## src/rtl/time_keeper.sv

```systemverilog
// Wall clock with 1 Hz prescaler, button setting with auto-repeat and a 12/24-hour BCD display.
// Optional alarm (ports alarm_hour/alarm_min/alarm_ack/alarm_out) is built when TIME_KEEPER_ALARM_EN is defined.
module time_keeper #(
   parameter int unsigned CLK_HZ        = 100000000,
   parameter int unsigned REPEAT_CYCLES = 50000000
) (
   input  logic       CLK100MHZ,
   input  logic       Reset,
   input  logic       buttonMin,
   input  logic       buttonHrs,
   input  logic       mode12,
`ifdef TIME_KEEPER_ALARM_EN
   input  logic [4:0] alarm_hour,
   input  logic [5:0] alarm_min,
   input  logic [0:0] alarm_ack,
   output logic [0:0] alarm_out,
`endif
   output logic [3:0] hours2,
   output logic [3:0] hours1,
   output logic [3:0] mins2,
   output logic [3:0] mins1,
   output logic [5:0] seconds,
   output logic       pm,
   output logic       sec_tick
);

   localparam int unsigned PW = $clog2(CLK_HZ);
   localparam int unsigned HW = (REPEAT_CYCLES > 0) ? $clog2(REPEAT_CYCLES + 1) : 1;

   logic [PW-1:0] presc_q, presc_d;
   logic [4:0]    hour_q, hour_d;
   logic [5:0]    min_q, min_d;
   logic [5:0]    sec_q, sec_d;
   // "button was low last cycle"; cleared by reset so a held button is not an edge
   logic          min_low_q, min_low_d;
   logic          hrs_low_q, hrs_low_d;
   logic [HW-1:0] min_cnt_q, min_cnt_d;
   logic [HW-1:0] hrs_cnt_q, hrs_cnt_d;

   logic          min_edge, hrs_edge, min_rep, hrs_rep;
   logic          min_inc, hrs_inc, carry_min, carry_hr;
   logic [4:0]    hr_sum;
   logic [4:0]    disp_hr;

   assign sec_tick = (presc_q == PW'(CLK_HZ - 1));
   assign min_edge = buttonMin & min_low_q;
   assign hrs_edge = buttonHrs & hrs_low_q;

   // Hold counters: a non-zero count means the button has been held since a valid edge
   always_comb begin
      min_cnt_d = '0;
      min_rep   = 1'b0;
      hrs_cnt_d = '0;
      hrs_rep   = 1'b0;
      if (REPEAT_CYCLES > 0) begin
         if (buttonMin) begin
            if (min_edge) begin
               min_cnt_d = HW'(1);
            end else if (min_cnt_q != '0) begin
               if (min_cnt_q == HW'(REPEAT_CYCLES)) begin
                  min_rep   = 1'b1;
                  min_cnt_d = HW'(1);
               end else begin
                  min_cnt_d = min_cnt_q + HW'(1);
               end
            end
         end
         if (buttonHrs) begin
            if (hrs_edge) begin
               hrs_cnt_d = HW'(1);
            end else if (hrs_cnt_q != '0) begin
               if (hrs_cnt_q == HW'(REPEAT_CYCLES)) begin
                  hrs_rep   = 1'b1;
                  hrs_cnt_d = HW'(1);
               end else begin
                  hrs_cnt_d = hrs_cnt_q + HW'(1);
               end
            end
         end
      end
   end

   // Time-of-day next state; a minute press discards any same-cycle tick carry
   always_comb begin
      min_inc   = min_edge | min_rep;
      hrs_inc   = hrs_edge | hrs_rep;
      carry_min = sec_tick & ~min_inc & (sec_q == 6'd59);
      carry_hr  = carry_min & (min_q == 6'd59);
      min_low_d = ~buttonMin;
      hrs_low_d = ~buttonHrs;

      presc_d = presc_q + PW'(1);
      if (min_inc || sec_tick) presc_d = '0;

      sec_d = sec_q;
      if (min_inc)       sec_d = 6'd0;
      else if (sec_tick) sec_d = (sec_q == 6'd59) ? 6'd0 : sec_q + 6'd1;

      min_d = min_q;
      if (min_inc || carry_min) min_d = (min_q == 6'd59) ? 6'd0 : min_q + 6'd1;

      hr_sum = hour_q + 5'(hrs_inc) + 5'(carry_hr);
      hour_d = (hr_sum >= 5'd24) ? hr_sum - 5'd24 : hr_sum;
   end

   always_ff @(posedge CLK100MHZ) begin
      if (Reset) begin
         presc_q   <= '0;
         hour_q    <= '0;
         min_q     <= '0;
         sec_q     <= '0;
         min_low_q <= 1'b0;
         hrs_low_q <= 1'b0;
         min_cnt_q <= '0;
         hrs_cnt_q <= '0;
      end else begin
         presc_q   <= presc_d;
         hour_q    <= hour_d;
         min_q     <= min_d;
         sec_q     <= sec_d;
         min_low_q <= min_low_d;
         hrs_low_q <= hrs_low_d;
         min_cnt_q <= min_cnt_d;
         hrs_cnt_q <= hrs_cnt_d;
      end
   end

`ifdef TIME_KEEPER_ALARM_EN
   logic       alarm_q, alarm_d;
   logic [5:0] acnt_q, acnt_d;

   // Alarm arms only on a tick carry landing on hh:mm:00; self-clears after 60 ticks
   always_comb begin
      alarm_d = alarm_q;
      acnt_d  = acnt_q;
      if (carry_min && (hour_d == alarm_hour) && (min_d == alarm_min)) begin
         alarm_d = 1'b1;
         acnt_d  = 6'd0;
      end else if (alarm_q) begin
         if (alarm_ack[0]) begin
            alarm_d = 1'b0;
         end else if (sec_tick) begin
            if (acnt_q == 6'd59) alarm_d = 1'b0;
            else                 acnt_d  = acnt_q + 6'd1;
         end
      end
   end

   always_ff @(posedge CLK100MHZ) begin
      if (Reset) begin
         alarm_q <= 1'b0;
         acnt_q  <= '0;
      end else begin
         alarm_q <= alarm_d;
         acnt_q  <= acnt_d;
      end
   end

   assign alarm_out = alarm_q;
`endif

   always_comb begin
      disp_hr = hour_q;
      if (mode12) begin
         if (hour_q == 5'd0)       disp_hr = 5'd12;
         else if (hour_q > 5'd12)  disp_hr = hour_q - 5'd12;
      end
   end

   assign hours2  = 4'(disp_hr / 5'd10);
   assign hours1  = 4'(disp_hr % 5'd10);
   assign mins2   = 4'(min_q / 6'd10);
   assign mins1   = 4'(min_q % 6'd10);
   assign seconds = sec_q;
   assign pm      = (hour_q >= 5'd12);

endmodule

```

## config.mk

```make
export PLATFORM = sky130hd
export DESIGN_NAME = time_keeper
export DESIGN_NICKNAME = d
export VERILOG_FILES = /design/src/rtl/time_keeper.sv
export SDC_FILE = /design/constraint.sdc
export NUM_CORES = 1
export LEC_CHECK = 0
export BUFFER_PORTS_ARGS = -buffer_cell sky130_fd_sc_hd__buf_2
export CORE_ASPECT_RATIO = 2
export CORE_MARGIN = 1
export CORE_UTILIZATION = 45
export DETAILED_ROUTE_END_ITERATION = 12
export PLACE_DENSITY = 0.74
export SKIP_LAST_GASP = 1
export SLEW_MARGIN = 20
export SYNTH_ARGS = -nofsm -noshare
export SYNTH_HDL_FRONTEND = slang
export SYNTH_SLANG_ARGS = --single-unit
```

## constraint.sdc

```tcl
create_clock -name CLK100MHZ -period 3.5 [get_ports CLK100MHZ]
set_input_delay 0.525 -clock CLK100MHZ [delete_from_list [all_inputs] [get_ports CLK100MHZ]]
set_output_delay 0.525 -clock CLK100MHZ [all_outputs]
set_load 0.01 [all_outputs]
```

; Word level (Yosys, flattened, before mapping)
; Index checks and enable logic that the tools add are counted.
[word_totals]
reg_bits = 98
inputBits = 5
out_inout_bits = 24
elab_cells = 74
[classes]
n_addsub = 9
div_mod_pow = 4
magnitude_cmp = 3
eq_ne = 5
mux = 20
bitwise_logic = 12
n_reduce_logical = 11
[op_table]
columns = cell, n
row1 = $add A26 B1 Y26 const B, 2
row2 = $eq A26 B26 Y1 const B, 2
row3 = $reduce_bool A26 Y1, 2
row4 = $add A27 B1 Y27 const B, 1
row5 = $eq A27 B27 Y1 const B, 1
row6 = $mux W5, 4
row7 = $mux W1, 14
row8 = $add A6 B1 Y6 const B, 2
row9 = $eq A6 B6 Y1 const B, 2
row10 = $mux W6, 2
row11 = $add A5 B1 Y5, 2
row12 = $reduce_or A5 Y1, 2
row13 = $reduce_or A2 Y1, 4
row14 = $div A6 B4 Y6 const B, 1
row15 = $mod A6 B4 Y6 const B, 1
row16 = $and A1 B1 Y1, 5
row17 = $div A5 B4 Y5 const B, 1
row18 = $ge A5 B4 Y1 const B, 1
row19 = $ge A5 B5 Y1 const B, 1
row20 = $gt A5 B4 Y1 const B, 1
row21 = $logic_not A5 Y1, 1
row22 = $mod A5 B4 Y5 const B, 1
row23 = $not A1 Y1, 5
row24 = $sub A5 B4 Y5 const B, 1
row25 = other kinds (3), 5

; Depth between registers and ports, before layout
[depth]
ltp_word = 13
ltp_mapped = 15
depth_no_buf = 15

; Worst setup path before layout
; Ideal clock, no wire load.
[synth_timing]
path_type = flip-flop to output port
from = register hour_q[2]
to = output port hours1[2]
arrival_time_ns = 3.120
t_required_ns = 2.975
slack_ns = -0.145
path_stages_with_launch = 12
n_path_buf = 0
cell_sequence = dfxtp_1 ha_1 or3b_2 a211oi_1 nor2_1 ha_1 o211ai_1 xnor2_1 ha_1 a21oi_1 or2_2 a31oi_1
[synth_between]
elab_chain_len = 5
elab_cells_between_ends = 7
classes_between = add/sub: 1 / div: 1 / order compare: 1 / mux: 3 / reduce/logical: 1
[synth_rtl]
columns = element, line
row1 = from (decl), 31  ; logic [4:0] hour_q, hour_d;
row2 = from (signal assigned), 118  ; hour_q <= hour_d;
row3 = $sub A5 B4 Y5 or $gt A5 B4 Y1 (tied branches), 166  ; else if (hour_q > 5'd12) disp_hr = hour_q - 5'd12;
row4 = $mux W5, 166
row5 = $mux W5, 165  ; if (hour_q == 5'd0) disp_hr = 5'd12;
row6 = $mux W5 (*), 164  ; if (mode12) begin
row7 = $mod A5 B4 Y5 (*), 171  ; assign hours1 = 4'(disp_hr % 5'd10);
row8 = to (decl), 19  ; output logic [3:0] hours1,
; Mark *: on every way between the ends. The rest lies on a longest branch, timed or not.

; Final worst setup path
[layout_timing]
from = register hour_q[2]
to = output port hours1[1]
; The elaborated chain is that of the path after synthesis.

==> out/results.md <==
| Item | Value |
|:---|:---|
| Hold Path Stages | 2 |
| Clock-pin slew of the registers on the worst-case setup and hold paths | 60 ps |
| Worst slew slack as a fraction of its limit | 0.373 |
| Placer congestion estimate | 0.797 |
| Cell Rows | 54 |
| Final Cycle Share | 1.06 |
| Worst Hold Launch | buttonHrs |
| Netlist Area Pre-Place | 5060 µm² |
| Number of warnings reported in the yosys synthesis log | 0 |
| Overall Global Routing Usage | 0.192 |
| Total half-perimeter wirelength after legalization and detailed placement | 7670 µm |
| Count of vias placed by the detailed router | 4227 |
| Most frequent CP cell | sky130_fd_sc_hd__ha_4 |
| Post-synthesis mux area share | 0.0138 |
| DR DRC count | 0 |
| Post-synthesis cell type count | 58 |
| Synthesized-area fraction occupied by adder cells | 0.0460 |
| Leftover overflow at the end of global routing | 0 |
| Gr busiest metal | met2 |
| Max stage delay cell, worst path | sky130_fd_sc_hd__or3b_4 |
| Htree depth | 3 |
| Utilization of the core after routing | 0.538 |
| Clock net sink count | 98 |
| Most frequent cells after synthesis | 111 x sky130_fd_sc_hd__nor2_1, 98 x sky130_fd_sc_hd__dfxtp_1, 45 x sky130_fd_sc_hd__nand3_1, 45 x sky130_fd_sc_hd__xor2_1, 42 x sky130_fd_sc_hd__nand2_1 |
| TritonCTS buffer count | 9 |
| Cell at the root of the clock tree | sky130_fd_sc_hd__clkbuf_16 |
| Core area | 10900 µm² |
| Count of pins over their slew limit | 0 |
| Vias in the first global route | 4267 |
| Transition time at the pin with the least slew margin | 932 ps |
| Fraction of registers with async set/reset | 0 |
| Multi-input gate area in the final layout | 3010 µm² |
| Endpoint required time on the critical path | 2970 ps |
| Setup_tns | -501 ps |
| Skew final | 7.42 ps |
| Area of the die | 11700 µm² |
| Horizontal die dimension | 77.0 µm |
| Share of post-route cells with drive strength above 1 | 0.138 |
| Avg Inst Size Synth | 8.24 µm² |
| Setup ws final | -207 ps |
| Leak | 0.00213 µW |
| Most numerous cell in the Yosys netlist | sky130_fd_sc_hd__nor2_1 |
| Worst voltage drop across the vdd grid | 0.303 mV |
| Critical Path Sink Type | primary output |
| Total setup violations reported at the end of the flow | 4 |
| Global-route track usage on met1 | 0.198 |
| Worst Setup Start Kind | flop |
| R2r worst-path depth | 12 |
| Synthesized-area fraction occupied by ao, oa, aoi and oai cells | 0.0569 |
| Die Y | 152 µm |
| Start-to-end type of the worst setup path | reg -> out |
| Initial antenna violation count | 0 |
| Global-route track usage on met2 | 0.369 |
| Seq/Total Area, Yosys | 0.388 |
| Sequential cell area | 1970 µm² |
| Detailed Route WL | 10900 µm |
| Top post-synthesis cells by area | sky130_fd_sc_hd__dfxtp_1 39%, sky130_fd_sc_hd__nor2_1 8.2%, sky130_fd_sc_hd__xor2_1 7.8% |
| Combinational family with the most area after synthesis | simple AND/OR/NAND/NOR gates |
| Worst endpoint data arrival time | 3180 ps |
| Worst stage delay on the critical path | 410 ps |
| Number of instances in the synthesized netlist | 614 |
| Average detailed-routed wire length per instance | 13.8 µm |
| End of the worst register-to-register path | hour_q[3] |
| Top-Level Pins | 29 |
| Biggest fanout along the worst timing path | 4 |
| Initial cell density of the core | 0.462 |
| Area grow syn2layout | 16.5% |
| Clk_lat worst skew | 340 ps |
| Final Critical Period | 3710 ps |
| Register-to-register path setup slack | 530 ps |
| Critical Path, Cell by Cell | ha_4 -> or3b_4 -> a211oi_4 -> nor3_2 -> inv_1 -> ha_2 -> o211ai_1 -> buf_4 -> xnor2_4 -> ha_4 -> a21oi_4 -> nand2_1 -> a21oi_2 -> a32oi_1 -> o311ai_1 -> buf_2 |
| Fmax | 270 MHz |
| Fillers | 1024 |
| Cts hold-fix bufs | 0 |
| Net count reported at finish | 670 |
| Worst hold path endpoint | hrs_low_q |
| R2r startpoint | presc_q[0] |
| Detailed Routing Iterations Pass 1 | 4 |
| Number of max-cap violations | 0 |
| Average via count per standard cell | 5.34 |
| Share of synthesized cell area in and, or, nand and nor gates | 0.307 |
| Synthesis-stage register bit count | 98 |
| DRT antenna net count | 0 |
| Number of diodes added for antenna fixing | 0 |
| XOR/XNOR share of the synthesized area | 0.144 |
| EDFF count, synth | 0 |
| Starting DRC count in detailed routing | 158 |
| Worst min path class | in -> reg |
| Count of input and output buffers | 25 |
| Largest net degree at the start of global routing | 27 |
| Ys flop type | sky130_fd_sc_hd__dfxtp_1 |
| Cell Pwr Density | 404 nW/µm² |
| Wire length of the first global-routing pass | 18600 µm |
| TritonCTS clock tree | yes |
| Clock tree buffer depth | 2 |
| Violations in the final reports | negative setup slack |
| Leading area contributor after synthesis | sky130_fd_sc_hd__dfxtp_1 |
| Final hold violations | 0 |
| Status | finished, violations left |
| Met3 track demand over resource in global routing | 0.0336 |
| Fraction of synthesized cell area taken by the top area cell type | 0.388 |
| Setup repair after global routing missed its margin | true |
## worst max path at each step
stage	from	to
5_1_grt	hour_q[2]	hours1[1]
6_report	hour_q[2]	hours1[1]
4_1_cts	hour_q[3]	hours1[1]
2_1_floorplan	hour_q[2]	hours1[2]
3_5_place_dp	hour_q[2]	hours1[1]
3_3_place_gp	hour_q[2]	hours1[1]
## final cells by class
| type | instances | area share |
|---|---|---|
| multi-input cells | 465 | 0.511 |
| flip-flops and latches | 98 | 0.334 |
| clock inverters | 6 | 0.0193 |
| inverters | 27 | 0.0172 |
| well taps | 140 | 0.0297 |
| repair buffers | 46 | 0.0480 |
| clock buffers | 10 | 0.0406 |
## layer usage
layer	part of all wire	wire length, µm	vias to the layer above
li1	-	-	2145
met1	0.39	4280	1998
met2	0.56	6060	57
met3	0.024	263	27
met4	0.026	283	0
met5	0	0	-
## where the power goes
part	internal (µW)	leakage [µW]	switching, µW
Clock	719	0.000165	421
Sequential	1120	0.000792	8.17
Combinational	47.2	0.00117	62.3
Total	1890	0.00213	491
## critical path, delay by kind of cell (launching register included)
kind            cells  cell delay (ps)
compound gates      6              770
simple gates        3              590
fa+ha+maj           3              500
buf+inv             3              470
flops               1              370
xor+xnor            1              140
## sequential cells by signal, indices dropped and copies added (netlist names)
register,flops
presc_q,27
hrs_cnt_q,26
min_cnt_q,26
min_q,6
seconds,6
hour_q,5
hrs_low_q,1
min_low_q,1
## layout by cell type (no fill, tap or decap), types with 3 or more instances in the layout
master,instances
sky130_fd_sc_hd__o21ai_0,7
sky130_fd_sc_hd__buf_2,25
sky130_fd_sc_hd__nand4_1,16
sky130_fd_sc_hd__nand2_1,42
sky130_fd_sc_hd__or4_1,3
sky130_fd_sc_hd__dfxtp_1,96
sky130_fd_sc_hd__buf_4,21
sky130_fd_sc_hd__ha_4,3
sky130_fd_sc_hd__nor2_1,110
sky130_fd_sc_hd__and3_1,15
sky130_fd_sc_hd__bufinv_16,3
sky130_fd_sc_hd__ha_1,12
sky130_fd_sc_hd__or2_2,3
sky130_fd_sc_hd__and4_1,5
sky130_fd_sc_hd__clkbuf_16,9
sky130_fd_sc_hd__a21oi_1,11
sky130_fd_sc_hd__or3_1,5
sky130_fd_sc_hd__nand2b_1,4
sky130_fd_sc_hd__mux2i_1,7
sky130_fd_sc_hd__xnor2_1,37
sky130_fd_sc_hd__and3b_1,3
sky130_fd_sc_hd__nand3_1,45
sky130_fd_sc_hd__nor2b_1,8
sky130_fd_sc_hd__xor2_1,45
sky130_fd_sc_hd__conb_1,3
sky130_fd_sc_hd__nor3_1,17
sky130_fd_sc_hd__inv_1,26
sky130_fd_sc_hd__nor4_1,14
## through the flow
| stage | setup WS, ps | hold slack [ps] | area, µm² | power, µW | std cells |
|---|---|---|---|---|---|
| 2_1_floorplan | -6.35 | 426 | 5080 | 1220 | 616 |
| 3_3_place_gp | -9.82 | 443 | 5350 | 1240 | 767 |
| 3_5_place_dp | -185 | 457 | 5350 | 1250 | 767 |
| 4_1_cts | -102 | 361 | 5840 | 2400 | 790 |
| 5_1_grt | -322 | 376 | 5890 | 2450 | 792 |
| 6_report | -207 | 372 | 5890 | 2380 | 792 |
## repair_timing
item,4_1_cts,5_1_grt
resized for setup,19,7
setup buffers,7,2
pin swaps,14,2
setup endpoints to repair,4,4
## cell families after synthesis
| group | count (synthesis) |
|---|---|
| AO/OA/AOI/OAI | 44 |
| XOR/XNOR | 83 |
| adder cells (fa/ha/maj) | 18 |
| buffers and inverters | 53 |
| flip-flops | 98 |
| multiplexers | 7 |
| other | 1 |
| AND/OR/NAND/NOR | 310 |
Note: power is estimated with default switching activity, not from simulation.
